--- config.mk ---
export PLATFORM = sky130hd
export DESIGN_NAME = rv_mc_core
export DESIGN_NICKNAME = d
export VERILOG_FILES = /design/src/rtl/rv_mc_core.sv
export SDC_FILE = /design/constraint.sdc
export NUM_CORES = 2
export LEC_CHECK = 0
export CAP_MARGIN = 20
export CELL_PAD_IN_SITES_DETAIL_PLACEMENT = 1
export CELL_PAD_IN_SITES_GLOBAL_PLACEMENT = 2
export CORE_MARGIN = 1.5
export CORE_UTILIZATION = 49
export CTS_CLUSTER_SIZE = 28
export DETAILED_ROUTE_END_ITERATION = 8
export GPL_TIMING_DRIVEN = 0
export PLACE_DENSITY = 0.94
export SKIP_CTS_REPAIR_TIMING = 1
export SYNTH_ARGS = -nofsm -noshare
export SYNTH_HDL_FRONTEND = slang
export SYNTH_SLANG_ARGS = --single-unit
--- constraint.sdc ---
create_clock -name clk -period 20 [get_ports clk]
set_input_delay 5 -clock clk [delete_from_list [all_inputs] [get_ports clk]]
set_output_delay 5 -clock clk [all_outputs]
set_load 0.01 [all_outputs]
--- src/rtl/rv_mc_core.sv ---
// Multi-cycle RV32I-subset core: FETCH over a req/ack instruction port, EXEC one instruction, HALT sticky on ebreak/illegal.
// Register file is RV32I (32 entries) or RV32E (16 entries) selected by NREG.
module rv_mc_core #(
  parameter int          NREG     = 32,
  parameter logic [31:0] RESET_PC = 32'h8000_0000
) (
  input  logic        clk,
  input  logic        rst,
  output logic        imem_req,
  output logic [31:0] imem_addr,
  input  logic        imem_ack,
  input  logic [31:0] imem_rdata,
  output logic        halted,
  output logic        illegal,
  output logic [31:0] exit_code,
  output logic [31:0] fault_pc,
  output logic [31:0] dbg_pc,
  input  logic [4:0]  dbg_raddr,
  output logic [31:0] dbg_rdata
);

  localparam int AW = (NREG == 16) ? 4 : 5;

  localparam logic [6:0] OPC_OP_IMM = 7'b0010011;
  localparam logic [6:0] OPC_OP     = 7'b0110011;
  localparam logic [6:0] OPC_LUI    = 7'b0110111;
  localparam logic [6:0] OPC_AUIPC  = 7'b0010111;
  localparam logic [6:0] OPC_JAL    = 7'b1101111;
  localparam logic [6:0] OPC_JALR   = 7'b1100111;
  localparam logic [31:0] EBREAK    = 32'h0010_0073;

  typedef enum logic [1:0] {
    S_FETCH,
    S_EXEC,
    S_HALT
  } state_e;

  state_e      state_q, state_d;
  logic [31:0] pc_q, pc_d;
  logic [31:0] ir_q, ir_d;
  logic        halted_q, halted_d;
  logic        illegal_q, illegal_d;
  logic [31:0] exit_code_q, exit_code_d;
  logic [31:0] fault_pc_q, fault_pc_d;
  logic [31:0] rf_q [NREG];

  logic        rf_we;
  logic [31:0] rf_wdata;

  // Architectural index check; RV32E only has x0..x15.
  function automatic logic idx_ok(input logic [4:0] idx);
    return (NREG == 32) || !idx[4];
  endfunction

  // Instruction fields
  logic [6:0]  opcode;
  logic [4:0]  rd, rs1, rs2;
  logic [2:0]  funct3;
  logic [6:0]  funct7;
  logic [31:0] imm_i, imm_u, imm_j;

  assign opcode = ir_q[6:0];
  assign rd     = ir_q[11:7];
  assign funct3 = ir_q[14:12];
  assign rs1    = ir_q[19:15];
  assign rs2    = ir_q[24:20];
  assign funct7 = ir_q[31:25];
  assign imm_i  = {{20{ir_q[31]}}, ir_q[31:20]};
  assign imm_u  = {ir_q[31:12], 12'b0};
  assign imm_j  = {{12{ir_q[31]}}, ir_q[19:12], ir_q[20], ir_q[30:21], 1'b0};

  logic [31:0] rs1_val, rs2_val, a0_val;

  assign rs1_val   = (idx_ok(rs1) && rs1 != 5'd0) ? rf_q[rs1[AW-1:0]] : 32'd0;
  assign rs2_val   = (idx_ok(rs2) && rs2 != 5'd0) ? rf_q[rs2[AW-1:0]] : 32'd0;
  assign a0_val    = rf_q[10];
  assign dbg_rdata = (idx_ok(dbg_raddr) && dbg_raddr != 5'd0) ? rf_q[dbg_raddr[AW-1:0]] : 32'd0;

  logic        legal;
  logic        is_ebreak;
  logic [31:0] wb_val;
  logic [31:0] next_pc;
  logic [31:0] target;

  always_comb begin
    // NOTE: every signal written here gets a default first, so no path can infer a latch.
    state_d     = state_q;
    pc_d        = pc_q;
    ir_d        = ir_q;
    halted_d    = halted_q;
    illegal_d   = illegal_q;
    exit_code_d = exit_code_q;
    fault_pc_d  = fault_pc_q;
    rf_we       = 1'b0;
    rf_wdata    = 32'd0;
    legal       = 1'b0;
    is_ebreak   = 1'b0;
    wb_val      = 32'd0;
    next_pc     = pc_q + 32'd4;
    target      = 32'd0;

    unique case (opcode)
      OPC_OP_IMM: begin
        legal  = (funct3 == 3'd0) && idx_ok(rs1) && idx_ok(rd);
        wb_val = rs1_val + imm_i;
      end
      OPC_OP: begin
        legal  = (funct3 == 3'd0) && (funct7 == 7'h00 || funct7 == 7'h20)
                 && idx_ok(rs1) && idx_ok(rs2) && idx_ok(rd);
        wb_val = funct7[5] ? (rs1_val - rs2_val) : (rs1_val + rs2_val);
      end
      OPC_LUI: begin
        legal  = idx_ok(rd);
        wb_val = imm_u;
      end
      OPC_AUIPC: begin
        legal  = idx_ok(rd);
        wb_val = pc_q + imm_u;
      end
      OPC_JAL: begin
        target  = pc_q + imm_j;
        legal   = idx_ok(rd) && !target[1];
        wb_val  = pc_q + 32'd4;
        next_pc = target;
      end
      OPC_JALR: begin
        // rs1_val is sampled before the write, so rd == rs1 jumps to the old value.
        target  = (rs1_val + imm_i) & ~32'd1;
        legal   = (funct3 == 3'd0) && idx_ok(rs1) && idx_ok(rd) && !target[1];
        wb_val  = pc_q + 32'd4;
        next_pc = target;
      end
      default: begin
        is_ebreak = (ir_q == EBREAK);
      end
    endcase

    unique case (state_q)
      S_FETCH: begin
        if (imem_ack) begin
          ir_d    = imem_rdata;
          state_d = S_EXEC;
        end
      end
      S_EXEC: begin
        if (is_ebreak) begin
          state_d     = S_HALT;
          halted_d    = 1'b1;
          illegal_d   = 1'b0;
          exit_code_d = a0_val;
          fault_pc_d  = pc_q;
        end else if (!legal) begin
          state_d     = S_HALT;
          halted_d    = 1'b1;
          illegal_d   = 1'b1;
          exit_code_d = ir_q;
          fault_pc_d  = pc_q;
        end else begin
          rf_we    = 1'b1;
          rf_wdata = wb_val;
          pc_d     = next_pc;
          state_d  = S_FETCH;
        end
      end
      S_HALT: begin
      end
      default: state_d = S_FETCH;
    endcase
  end

  // NOTE: state registers use non-blocking assignments so every flop samples pre-edge values.
  always_ff @(posedge clk) begin
    if (rst) begin
      state_q     <= S_FETCH;
      pc_q        <= RESET_PC;
      ir_q        <= 32'd0;
      halted_q    <= 1'b0;
      illegal_q   <= 1'b0;
      exit_code_q <= 32'd0;
      fault_pc_q  <= 32'd0;
    end else begin
      state_q     <= state_d;
      pc_q        <= pc_d;
      ir_q        <= ir_d;
      halted_q    <= halted_d;
      illegal_q   <= illegal_d;
      exit_code_q <= exit_code_d;
      fault_pc_q  <= fault_pc_d;
    end
  end

  // NOTE: the register file is cleared on reset because software-visible state must start at zero;
  // this rules out mapping it onto a plain RAM macro.
  always_ff @(posedge clk) begin
    if (rst) begin
      for (int i = 0; i < NREG; i++) rf_q[i] <= 32'd0;
    end else if (rf_we && rd != 5'd0) begin
      rf_q[rd[AW-1:0]] <= rf_wdata;
    end
  end

  assign imem_req  = (state_q == S_FETCH) && !rst;
  assign imem_addr = pc_q;
  assign halted    = halted_q;
  assign illegal   = illegal_q;
  assign exit_code = exit_code_q;
  assign fault_pc  = fault_pc_q;
  assign dbg_pc    = pc_q;

endmodule
---- Word level (Yosys, flattened, before mapping) ----
Memories as Yosys holds them, arrays and structs flattened. A register that Yosys moved wholly into a read port is not among the register bits.
Index checks and enable logic that the tools add are counted.
storage, ports and cells
  output and inout port bits .............. 163
  word-level logic and storage cells ...... 88
  bits in registers ....................... 132
  RAM bits ................................ 1024
  input port bits ......................... 40
  memories kept ........................... 1
memory list
  memory  words  width  read ports  clocked after memory_dff  write ports  line  text
  rf_q    32     32     4           2                         32           45    logic [31:0] rf_q [NREG];
cells by class
  add/sub/neg operators ................... 6
  reduce and logical (&&, ||, !) cells .... 23
  equal/unequal tests ..................... 12
  mux-type cells .......................... 37
  bitwise logic cells ..................... 2
operators by type and width
  kind                                                   count
  2-to-1 mux 32 bit                                      12
  one-hot mux 32 bit (5 select lines)                    1
  adder 32 bit                                           4
  one-hot mux 32 bit (2 select lines)                    1
  adder 32 x 3 -> 32 bit, second input constant          1
  equality test 32 x 21 -> 1 bit, second input constant  1
  OR reduction 32 bit                                    1
  subtractor 32 bit                                      1
  2-to-1 mux 5 bit                                       5
  equality test 7 x 6 -> 1 bit, second input constant    3
  nonzero test 5 bit                                     4
  equality test 7 x 5 -> 1 bit, second input constant    2
  equality test 7 bit, second input constant             2
  2-to-1 mux 1 bit                                       13
  logical NOT 7 bit                                      1
  2-to-1 mux 2 bit                                       3
  one-hot mux 2 bit (3 select lines)                     1
  AND reduction 2 bit                                    3
  OR reduction 6 bit                                     1
  one-hot mux 1 bit (5 select lines)                     1
  logical AND 1 bit                                      4
  OR reduction 2 bit                                     2
  logical NOT 1 bit                                      3
  logical NOT 3 bit                                      1
  other kinds (8)                                        9

---- Logic depth before layout (Yosys ltp) ----
  depth in word-level cells ............... 15
  mapped depth ............................ 27
  mapped depth without buffers ............ 20

---- Least setup slack after synthesis ----
OpenSTA, ideal clock, no wires.
  path type ............................... input port to output port
  start ................................... input port dbg_raddr[0]
  end ..................................... output port dbg_rdata[10]
  stages on the path ...................... 7
  path slack .............................. 7.599 ns
  required time ........................... 15.000 ns
  path buffers ............................ 3
  data arrival time ....................... 7.401 ns
  cell sequence ........................... clkbuf_1 -> buf_1 -> buf_1 -> mux4_2 -> mux4_2 -> mux2i_1 -> nor2_1
between the ends
  longest elaborated chain between the ends .. 2
  elaborated cells on any way between the ends .. 3
  those cells by class .................... mux: 1; reduce/logical: 1; memory: 1
ends and longest elaborated chain
  what                                                               line  text
  start: declaration                                                 18    input logic [4:0] dbg_raddr,
  memory (32 x 32 bit) / nonzero test 5 bit (equally long branches)  --
  2-to-1 mux 32 bit (*)                                              77    assign dbg_rdata = (idx_ok(dbg_raddr) && dbg_raddr != 5'd0) ? rf_q[dbg_raddr[AW-1:0]] : 32'd0;
  end: declaration                                                   19    output logic [31:0] dbg_rdata
Mark *: on every way between the ends. The rest lies on a longest branch, timed or not.

---- Worst setup path in the final report ----
  start ................................... input port dbg_raddr[1]
  end ..................................... output port dbg_rdata[4]
The elaborated chain is that of the path after synthesis.

==> reports/metrics.csv <==
metric,value,unit
status,"complete, no violations",
number of synthesized flops with an enable pin,1024,
Worst-path clk slew,0.05,ns
setup TNS,0,ns
Fin. Hold Viols,0,
Core Area,148000,um^2
Cells after DPL,7870,
first-pass GRT wire length,515600,um
P&R area growth vs syn,15.10,%
overall die area,151600,um^2
pin count of the biggest net entering global routing,33,
fmax,68.47,MHz
worst IR drop on VDD,80.06,uV
first-pass detailed-route iteration total,6,
Crit-path slowest cell,clkbuf_1,
dpl hpwl,290000,um
Worst Path Required,15.00,ns
synth top area cells,"edfxtp_1 (42%), mux4_2 (27%), nor2_1 (5.7%)",
Post-Syn Area per Cell,13.02,um^2
register area share after synthesis,45.87,%
total track usage,50.47,%
routed vias/inst,7.853,
"Top FF cell, synth",edfxtp_1,
Inserted Clock Buffers,138,
Slowest Stage Delay on Critical Path,1.02,ns
clk_lat worst skew,0.81,ns
Rows,141,
layout cell share with drive strength beyond 1,23.41,%
DR iter-0 viols,12280,
initial antenna violation count,34,
Clock Tree Root,clkbuf_16,
count of state elements after synthesis,1164,
count of final setup violators,0,
"area leader, netlist",edfxtp_1,
period utilisation layout,73.02,%
worst hold path type,register to register,
Worst-Margin Slew,1.416,ns
Ys Warns,0,
post-route ant nets,0,
Post-Syn Area,73140,um^2
max cap viols,0,
Synth cell types,92,
CTS sink count,1164,
Final Non-Filler Cells,8169,
Setup crit start kind,input port,
Async SR Flop Fraction,0,%
Worst Skew,0.03245,ns
share of Yosys cell area claimed by the top area cell type,42.04,%
RSZ-0062 raised after global routing,false,
clock tree buffer depth,3,
detailed-route via count,64150,
Leak,0.02759,uW
crit path buf inv count,4,
Worst setup EP type,output pin,
global placement routability congestion,1.058,
type of the worst setup path,input port to output pin,
Synth top cells by count,"nor2_1 (1117), edfxtp_1 (1024), mux4_2 (893)",
WL final,384100,um
minimum clock period,14.60,ns
vias in the first global route,62370,
worst rel slew slack,5.596,%
Power Dens Cells,81.98,nW/um^2
CP top delay family,buffers and inverters,
CTS tree,done,
worst path arrival time,9.60,ns
fin. max-slew vios,0,
most common cell in the netlist,nor2_1,
Die W,389.4,um
io pins,203,
wire per inst,47.02,um
remaining global-route overflow,0,
drt drc,0,
"Max FO, Critical Path",10,
CP cell instances,clkbuf_1 > clkbuf_1 > buf_1 > mux4_2 > mux4_2 > mux2i_1 > nor2_1 > clkdlybuf4s50_1,
Starting Density,49.42,%
Die Y,389.4,um
# port buffers,195,
CTS H-tree depth,4,
NumNets Final,6259,
Cells after Synth,5619,
-- stage by stage --
| step | util (%) | instance area (um^2) | power (uW) | worst slack (ns) | hold WS (ns) |
|---|---|---|---|---|---|
| after floorplan | - | 73270 | 3664 | 7.599 | 0.4487 |
| after global placement | 52.45 | 77640 | 4222 | 4.982 | 0.4426 |
| after detailed placement | 53.62 | 79360 | 4292 | 5.475 | 0.4461 |
| after CTS | 56.55 | 83700 | 6758 | 5.470 | 0.4535 |
| after global routing | 56.84 | 84130 | 6949 | 5.714 | 0.4746 |
| final | 56.88 | 84190 | 6902 | 5.396 | 0.4558 |
-- cells in the final DEF (no fill, tap or decap), types with 15 or more instances in the layout --
cell type,count
mux2i_1,109
a21o_1,48
clkdlybuf4s50_1,195
nor3_1,70
a21oi_1,262
nand2_2,31
clkinv_1,25
o22ai_1,45
nand2_1,306
dfxtp_1,139
inv_1,27
buf_4,66
clkinv_2,20
xnor2_1,63
buf_2,53
and3_1,20
buf_8,66
a22oi_1,40
o21a_1,24
clkbuf_1,424
nand2b_1,22
buf_6,20
ha_1,105
buf_1,47
conb_1,35
xor2_1,78
a221oi_1,25
and2_1,26
mux4_2,893
nor2_2,31
a31oi_1,19
nor2_1,1116
nand3_1,47
edfxtp_1,1024
o21ai_0,122
nor4_1,15
a211oi_1,55
diode_2,27
clkbuf_16,139
buf_12,33
-- logic make-up (layout without fill, tap and decap cells) --
family	count (synthesis)	count (layout)	synth area share (%)
xor+xnor	141	141	1.688
other cells	1	62	0.005127
simple gates	1782	1782	10.27
fa+ha+maj	109	109	1.906
flops	1164	1164	45.87
compound gates	791	791	7.002
mux	1022	1022	29.56
buf+inv	609	1168	3.698
-- layout make-up --
type / count / area, um^2
diodes: 27 / 67.56
repair buffers: 317 / 3935
clock inverters: 70 / 685.7
multi-input cells: 3880 / 37130
flip-flops and latches: 1164 / 33550
well taps: 1930 / 2415
clock buffers: 172 / 3652
plain buffers: 581 / 2638
inverters: 28 / 105.1
fillers: 14460 / 63830
-- power by group --
group	leakage [uW]	switching, uW	internal (uW)
registers	0.0117	90.3	2720
clock network	0.00212	1130	1420
logic	0.0138	962	577
total	0.0276	2180	4720
-- registers in the layout, summed over array words and instances (netlist names), named ones only --
signal     cells
rf_q        1024
dbg_pc        31
exit_code     32
illegal        1
ir_q          32
state_q        2
fault_pc      31
halted         1
-- worst min-delay path, stage by stage, from the launching register on --
cell and delay [ns]:
dfxtp_1 0.30, nand2_1 0.05, a21oi_1 0.05
-- worst paths after layout --
kind                              startpoint            to  slack [ns]  depth (start not counted)
worst max-delay path            dbg_raddr[1]  dbg_rdata[4]        5.40                          8
worst min-delay path             fault_pc[7]   fault_pc[7]        0.46                          2
worst max register to register      register  rf_q[15][25]        8.27                         25
worst min register to register   fault_pc[7]   fault_pc[7]        0.46                          2
-- per-layer routing --
layer  GRT usage (%)  share of wire (%)  vias to the layer above
met3           22.09                 17                     1752
met1           63.78                 34                    32450
li1                -                  -                    22990
met4           38.35                9.4                       36
met2           68.01                 40                     6923
met5               0              0.061                        -
Power figures use the tool's default switching activity.
